File: src/rtl/multicycle_ctrl.sv
// Multi-cycle sequencer for a MIPS-subset datapath: walks each instruction through
// FETCH/DECODE/EXEC/MEM/WB, shares one memory port via req/ready, counts retirements.
module multicycle_ctrl #(
  parameter int CNT_W = 32
) (
  input  logic             clk,
  input  logic             reset_n,
  input  logic [5:0]       OPCODE,
  input  logic [5:0]       FUNC,
  input  logic             MEM_READY,
  output logic             MEM_REQ,
  output logic             IRWE,
  output logic             MDRWE,
  output logic             PCWE,
  output logic             RFWE,
  output logic             DMWE,
  output logic [2:0]       NPCOP,
  output logic [1:0]       EXTOP,
  output logic [2:0]       ALUBMUX,
  output logic [3:0]       ALUOP,
  output logic [2:0]       RFA3MUX,
  output logic [2:0]       RFWDMUX,
  output logic [2:0]       DMOP,
  output logic [2:0]       STATE,
  output logic             ILLEGAL,
  output logic [CNT_W-1:0] RETIRED
);

  typedef enum logic [2:0] {
    S_FETCH  = 3'd0,
    S_DECODE = 3'd1,
    S_EXEC   = 3'd2,
    S_MEM    = 3'd3,
    S_WB     = 3'd4
  } state_t;

  typedef enum logic [2:0] {
    C_JUMP,
    C_LINK,
    C_BRANCH,
    C_ALU,
    C_LOAD,
    C_STORE,
    C_ILLEGAL
  } cls_t;

  state_t           state_q, state_d;
  logic [CNT_W-1:0] retired_q, retired_d;
  cls_t             cls;

  logic mem_req, irwe, mdrwe, pcwe, rfwe, dmwe, illegal;

  // Instruction class and datapath selects; illegal encodings keep NPCOP=000 so PC just skips.
  always_comb begin
    cls     = C_ILLEGAL;
    NPCOP   = 3'b000;
    EXTOP   = 2'b00;
    ALUBMUX = 3'b000;
    ALUOP   = 4'b0000;
    RFA3MUX = 3'b000;
    RFWDMUX = 3'b000;
    DMOP    = 3'b000;
    case (OPCODE)
      6'h00: begin
        case (FUNC)
          6'h21: cls = C_ALU;
          6'h23: begin cls = C_ALU; ALUOP = 4'b0001; end
          6'h00: begin cls = C_ALU; ALUOP = 4'b0101; end
          6'h08: begin cls = C_JUMP; NPCOP = 3'b011; end
          6'h09: begin cls = C_LINK; NPCOP = 3'b011; RFWDMUX = 3'b010; end
          default: cls = C_ILLEGAL;
        endcase
      end
      6'h0D: begin
        cls = C_ALU; EXTOP = 2'b01; ALUBMUX = 3'b001; ALUOP = 4'b0010; RFA3MUX = 3'b001;
      end
      6'h0F: begin
        cls = C_ALU; EXTOP = 2'b01; ALUBMUX = 3'b001; ALUOP = 4'b0100; RFA3MUX = 3'b001;
      end
      6'h09: begin cls = C_ALU; ALUBMUX = 3'b001; RFA3MUX = 3'b001; end
      6'h0A: begin cls = C_ALU; ALUBMUX = 3'b001; ALUOP = 4'b0110; RFA3MUX = 3'b001; end
      6'h23: begin cls = C_LOAD; ALUBMUX = 3'b001; RFA3MUX = 3'b001; RFWDMUX = 3'b001; end
      6'h20: begin
        cls = C_LOAD; ALUBMUX = 3'b001; RFA3MUX = 3'b001; RFWDMUX = 3'b011; DMOP = 3'b001;
      end
      6'h2B: begin cls = C_STORE; ALUBMUX = 3'b001; end
      6'h28: begin cls = C_STORE; ALUBMUX = 3'b001; DMOP = 3'b001; end
      6'h04: begin cls = C_BRANCH; NPCOP = 3'b001; ALUOP = 4'b0001; end
      6'h01: begin cls = C_BRANCH; NPCOP = 3'b100; end
      6'h02: begin cls = C_JUMP; NPCOP = 3'b010; end
      6'h03: begin cls = C_LINK; NPCOP = 3'b010; RFA3MUX = 3'b010; RFWDMUX = 3'b010; end
      default: cls = C_ILLEGAL;
    endcase
  end

  always_comb begin
    state_d = state_q;
    mem_req = 1'b0;
    irwe    = 1'b0;
    mdrwe   = 1'b0;
    pcwe    = 1'b0;
    rfwe    = 1'b0;
    dmwe    = 1'b0;
    illegal = 1'b0;
    case (state_q)
      S_FETCH: begin
        mem_req = 1'b1;
        if (MEM_READY) begin
          irwe    = 1'b1;
          state_d = S_DECODE;
        end
      end
      S_DECODE: begin
        case (cls)
          C_JUMP:    begin pcwe = 1'b1; state_d = S_FETCH; end
          C_ILLEGAL: begin illegal = 1'b1; pcwe = 1'b1; state_d = S_FETCH; end
          C_LINK:    state_d = S_WB;
          default:   state_d = S_EXEC;
        endcase
      end
      S_EXEC: begin
        case (cls)
          C_BRANCH:        begin pcwe = 1'b1; state_d = S_FETCH; end
          C_LOAD, C_STORE: state_d = S_MEM;
          default:         state_d = S_WB;
        endcase
      end
      S_MEM: begin
        // Request stays up until the memory acknowledges.
        mem_req = 1'b1;
        dmwe    = (cls == C_STORE);
        if (MEM_READY) begin
          if (cls == C_STORE) begin
            pcwe    = 1'b1;
            state_d = S_FETCH;
          end else begin
            mdrwe   = 1'b1;
            state_d = S_WB;
          end
        end
      end
      S_WB: begin
        rfwe    = 1'b1;
        pcwe    = 1'b1;
        state_d = S_FETCH;
      end
      default: state_d = S_FETCH;
    endcase
    retired_d = retired_q + CNT_W'(pcwe);
  end

  always_ff @(posedge clk or negedge reset_n) begin
    if (!reset_n) begin
      state_q   <= S_FETCH;
      retired_q <= '0;
    end else begin
      state_q   <= state_d;
      retired_q <= retired_d;
    end
  end

  // Strobes are forced low combinationally while reset is asserted.
  assign MEM_REQ = mem_req & reset_n;
  assign IRWE    = irwe    & reset_n;
  assign MDRWE   = mdrwe   & reset_n;
  assign PCWE    = pcwe    & reset_n;
  assign RFWE    = rfwe    & reset_n;
  assign DMWE    = dmwe    & reset_n;
  assign ILLEGAL = illegal & reset_n;
  assign STATE   = state_q;
  assign RETIRED = retired_q;

endmodule

File: config.mk
export PLATFORM = sky130hd
export DESIGN_NAME = multicycle_ctrl
export DESIGN_NICKNAME = d
export VERILOG_FILES = /design/src/rtl/multicycle_ctrl.sv
export SDC_FILE = /design/constraint.sdc
export NUM_CORES = 1
export LEC_CHECK = 0
export BUFFER_PORTS_ARGS = -buffer_cell sky130_fd_sc_hd__buf_2
export CAP_MARGIN = 15
export CORE_MARGIN = 3
export CORE_UTILIZATION = 39
export CTS_CLUSTER_SIZE = 30
export DETAILED_ROUTE_END_ITERATION = 8
export HOLD_SLACK_MARGIN = 0.02
export PLACE_DENSITY = 0.68
export SYNTH_ARGS = -nofsm -noshare
export SYNTH_HDL_FRONTEND = slang
export SYNTH_SLANG_ARGS = --single-unit
File: constraint.sdc
create_clock -name clk -period 3.01 [get_ports clk]
set_clock_uncertainty 0.2 [all_clocks]
set_input_delay 0.602 -clock clk [delete_from_list [all_inputs] [get_ports clk]]
set_output_delay 0.602 -clock clk [all_outputs]
set_load 0.02 [all_outputs]
After elaboration in Yosys (flattened, before gate mapping)
Cells that the tools add are included.
- word-level logic and storage cells: 89
- register bits: 35
- output and inout bits: 63
- bitwise gates (word level): 7
- $add $sub $neg: 1
- reduce and logical (&&, ||, !) cells: 19
- eq/ne operators: 27
- mux-type cells: 33
- operators with widths (cell ; count):
    == test 6 x 4 -> 1 bit, second input constant ; 6
    == test 6 bit, second input constant ; 6
    adder 32 x 1 -> 32 bit ; 1
    one-hot mux 3 bit (4 select lines) ; 2
    one-hot mux 3 bit (7 select lines) ; 1
    OR reduction 2 bit ; 10
    one-hot mux 3 bit (2 select lines) ; 3
    two-way mux 1 bit ; 17
    one-hot mux 3 bit (5 select lines) ; 1
    == test 3 bit, second input constant ; 4
    == test 6 x 2 -> 1 bit, second input constant ; 2
    logical NOT 6 bit ; 2
    == test 3 x 2 -> 1 bit, second input constant ; 3
    two-way mux 3 bit ; 3
    one-hot mux 3 bit (3 select lines) ; 1
    one-hot mux 2 bit (4 select lines) ; 1
    OR reduction 8 bit ; 1
    bitwise AND 1 bit ; 7
    == test 3 x 1 -> 1 bit, second input constant ; 2
    == test 6 x 1 -> 1 bit, second input constant ; 1
    == test 6 x 3 -> 1 bit, second input constant ; 1
    logical NOT 3 bit ; 2
    OR reduction 6 bit ; 1
    two-way mux 2 bit ; 2
    6 further kinds ; 7

Longest topological paths before layout
- depth after elaboration: 9
- mapped depth: 14

Least setup slack after synthesis
No wires, ideal clock.
- path type: input -> register
- from: input OPCODE[4]
- to: register retired_q[27] (netlist: RETIRED[27])
- path buffers: 1
- data required time: 2730 ps
- setup slack: -461 ps
- cell stages on the path: 13
- library setup time: 80 ps
- arrival: 3190 ps
- cell sequence: buf_6 > or3_1 > or3_4 > a21boi_4 > nand3_4 > nor4_2 > or4_1 > ha_1 > and4_1 > and4_1 > and3_1 > nand3_1 > xnor2_1
- cells in the longest elaborated chain, start to end: 8
- elaborated cells on any way between the ends: 29
- those cells by class: 1 x add/sub; 15 x eq/ne; 6 x mux; 7 x reduce/logical
- ends and longest elaborated chain (element ; line ; text):
    from (decl) ; 8 ; input logic [5:0] OPCODE,
    == test 6 x 4 -> 1 bit (tied with other cells) ; 63 ; case (OPCODE)
    OR reduction 4 bit (no source line) or OR reduction 2 bit (tied branches) ; - ;
    one-hot mux 3 bit (7 select lines) * ; 63 ;
    == test 3 bit (tied with other cells) ; 133 ; if (cls == C_STORE) begin
    two-way mux 1 bit or OR reduction 2 bit (tied branches) ; - ;
    two-way mux 1 bit, on equally long branches ; 132, 114 ;
    one-hot mux 1 bit (4 select lines) * ; 105 ; case (state_q)
    adder 32 x 1 -> 32 bit * ; 149 ; retired_d = retired_q + CNT_W'(pcwe);
    net retired_d[27] ; 48 ; logic [CNT_W-1:0] retired_q, retired_d;
    to (signal assigned) ; 158 ; retired_q <= retired_d;
    to (decl) ; 48 ;
The timed path passes the listed nets; every way through them passes the cells marked *.
A chain may end at the register's enable or synchronous reset.

Worst setup path after layout
- from: input OPCODE[5]
- to: register retired_q[27] (netlist: RETIRED[27])
The elaborated chain is that of the path after synthesis.

==> metrics.yaml <==
sta:
  hold_viol_final: 0
  rsz0062_at_grt: "true"
  setup_slack_ps: -289
  period_minus_slack_ps: 3300
  period_share_pct: 110
  final_max_slew_viol_count: 0
  setup_viol: 28
  fmax_mhz: 303
global_route:
  antenna_found_initial: 0
  grt_max_degree: 32
  grt_pass1_vias: 2062
  grt_pass1_wl_um: 9390
  track_usage_pct: 18.1
  grt.overflow.total: 0
placement:
  post-dp-hpwl_um: 4370
  port_buffers: 69
  gp_congestion: 0.902
  pre_cts_ws_ps: -566
  placed_cells: 419
floorplan:
  boundaryPins: 78
  core_area_um2: 5270
  die_w_um: 81.2
  rows: 26
  initial_core_util_pct: 41.8
  die_h_um: 81.2
  die_area_um2: 6590
route:
  wl_met1_um: 2630
  dr.pass1.iters: 4
  highest_layer: "met4"
  wl_per_cell_um: 13.9
  via_per_inst: 5.05
  vias: 2210
  wl_met3_um: 303
  ant_nets: 0
  first_iter_violations: 88
  wl_met2_um: 3090
  routed_wl_um: 6100
  drc: 0
logic_synthesis:
  synthArstFlopShare_pct: 100
  synth_top_area_share_pct: 39.8
  yosys-top-cells-area: "dfrtp_1 40%, xnor2_1 12%, nand3_1 3.6%"
  synth_cells: 242
  synth-seq-cells: 35
  yosysTopAreaCell: "dfrtp_1"
  ys.flop_type: "dfrtp_1"
  synth_area_um2: 2200
  synth_most_common_cell: "dfrtp_1"
  synth_edf_count: 0
  yosys_warnings: 0
  syn_avg_cell_area_um2: 9.10
  synth-seq-area-share_pct: 39.8
  synth_commonest_cells: "35 x dfrtp_1, 30 x xnor2_1, 21 x nand2_1"
  synth.distinct_cells: 48
finish:
  drive_gt1_share_pct: 51.4
  nNetsFinal: 384
  stdcell_count: 438
  n_antenna_cell: 0
  synthToLayoutAreaGrowth_pct: 56.0
  final_util_pct: 65.2
clock_tree:
  cts_buffer_depth: 2
  clock_latency_ps: 290
  h-tree-depth: 2
  cts_tree: "done"
  cts_made_buffers: 5
  cts_num_sinks: 35
  clk_transition_reported_paths_ps: 70
  cts_root_buffer: "clkbuf_8"
critical_path:
  critPathKind: "input port to flop"
  crit_start: "OPCODE[5]"
  rr_startpoint: "STATE[1]"
  crit_required_ps: 3020
  worstSetupEndpointType: "flop"
  start_kind: "input port"
  critPathArrivalTime_ps: 3310
  cp_max_fo: 7
  r2r_slack_ps: 80
power:
  p_leak_uw: 0.00183
  irDropWorstVdd_mv: 0.321
  total_power_uw: 1420
  p_per_area_nw_per_um2: 414
min_path:
  min_from: "RETIRED[14]"
  hold_class: "flop to flop"
job:
  drv_cap: 0
status:
  outcome: "complete, but fails checks"
  violations: "negative setup slack"
sequential cells by signal, indices dropped and copies added, names as in the netlist:
register / cells
RETIRED: 32
STATE: 3
power by group:
group	switching [uW]	leakage, uW	internal [uW]
Combinational	234	0.00129	187
Clock	177	0.0000581	247
Sequential	62.5	0.000477	516
Total	473	0.00183	950
metal layers:
metal	track usage [%]	vias up
met1	23.7	1035
met3	3.66	9
met4	4.22	0
met2	30.5	80
met5	0	-
li1	-	1086
path summary, 6_finish.rpt:
path	end	cells after the start
worst min-delay path	RETIRED[14]	1
worst max-delay path	RETIRED[27]	14
max in group asynchronous	RETIRED[14]	3
worst min register to register	RETIRED[14]	1
worst max register to register	RETIRED[29]	10
min in group asynchronous	STATE[0]	2
logic make-up (layout without fill, tap and decap cells):
family | count (synthesis) | after routing | synth area share (%)
XOR/XNOR | 34 | 34 | 13.5
AO/OA/AOI/OAI | 27 | 27 | 8.29
multiplexers | 1 | 1 | 0.454
AND/OR/NAND/NOR | 117 | 117 | 30.4
adder cells (fa/ha/maj) | 2 | 2 | 1.14
flip-flops | 35 | 35 | 39.8
other | 1 | 8 | 0.170
buffers and inverters | 25 | 144 | 6.25
cell usage in the layout (no fill, tap or decap), drive strengths merged, types with 2 or more instances in the layout:
cell type  count
dfrtp         35
clkinv         2
buf          127
nand2         21
clkbuf         5
nor2          18
or4            2
or3            3
ha             2
a31oi          3
nor2b          2
inv            8
nor3b          3
o21ai          5
xnor2         30
nand3         17
and3          10
a21oi          9
nand4          6
conb           8
xor2           4
or2            2
nand3b         2
and4           5
nand2b         6
and2           6
nor3          10
worst max-delay path, cell delays in order:
cell,delay [ps]
buf_8,110
or4_4,550
nor3_4,240
buf_6,140
a21boi_4,50
nand3_4,70
nor4_4,50
or4_4,530
ha_4,190
and4_4,190
and4_4,170
and3_4,200
nand3_2,90
xnor2_1,110
final cells by class:
type | count | area, um^2
Fill cell | 428 | 1830
Tap cell | 70 | 87.6
Inverter | 8 | 30.0
Clock buffer | 5 | 68.8
Multi-Input combinational cell | 189 | 1490
Clock inverter | 3 | 43.8
Sequential cell | 35 | 876
Timing Repair Buffer | 128 | 847
per-stage QoR:
stage / TNS, ps / cell area [um^2] / hold slack [ps]
5_1_grt: -7540 / 3440 / 312
6_report: -5010 / 3440 / 284
2_1_floorplan: -5630 / 2260 / 106
3_5_place_dp: -11530 / 2940 / 244
4_1_cts: -2620 / 3220 / 272
3_3_place_gp: -10160 / 2940 / 249
repair_timing:
item | 4_1_cts | 5_1_grt
hold buffers | 1 | 0
buffers inserted | 4 | 8
pin swaps | 12 | 24
resized for setup | 31 | 34
setup endpoints to repair | 24 | 29
hold endpoints to repair | 4 | 0
No activity file was read; power rests on OpenSTA's default activity.
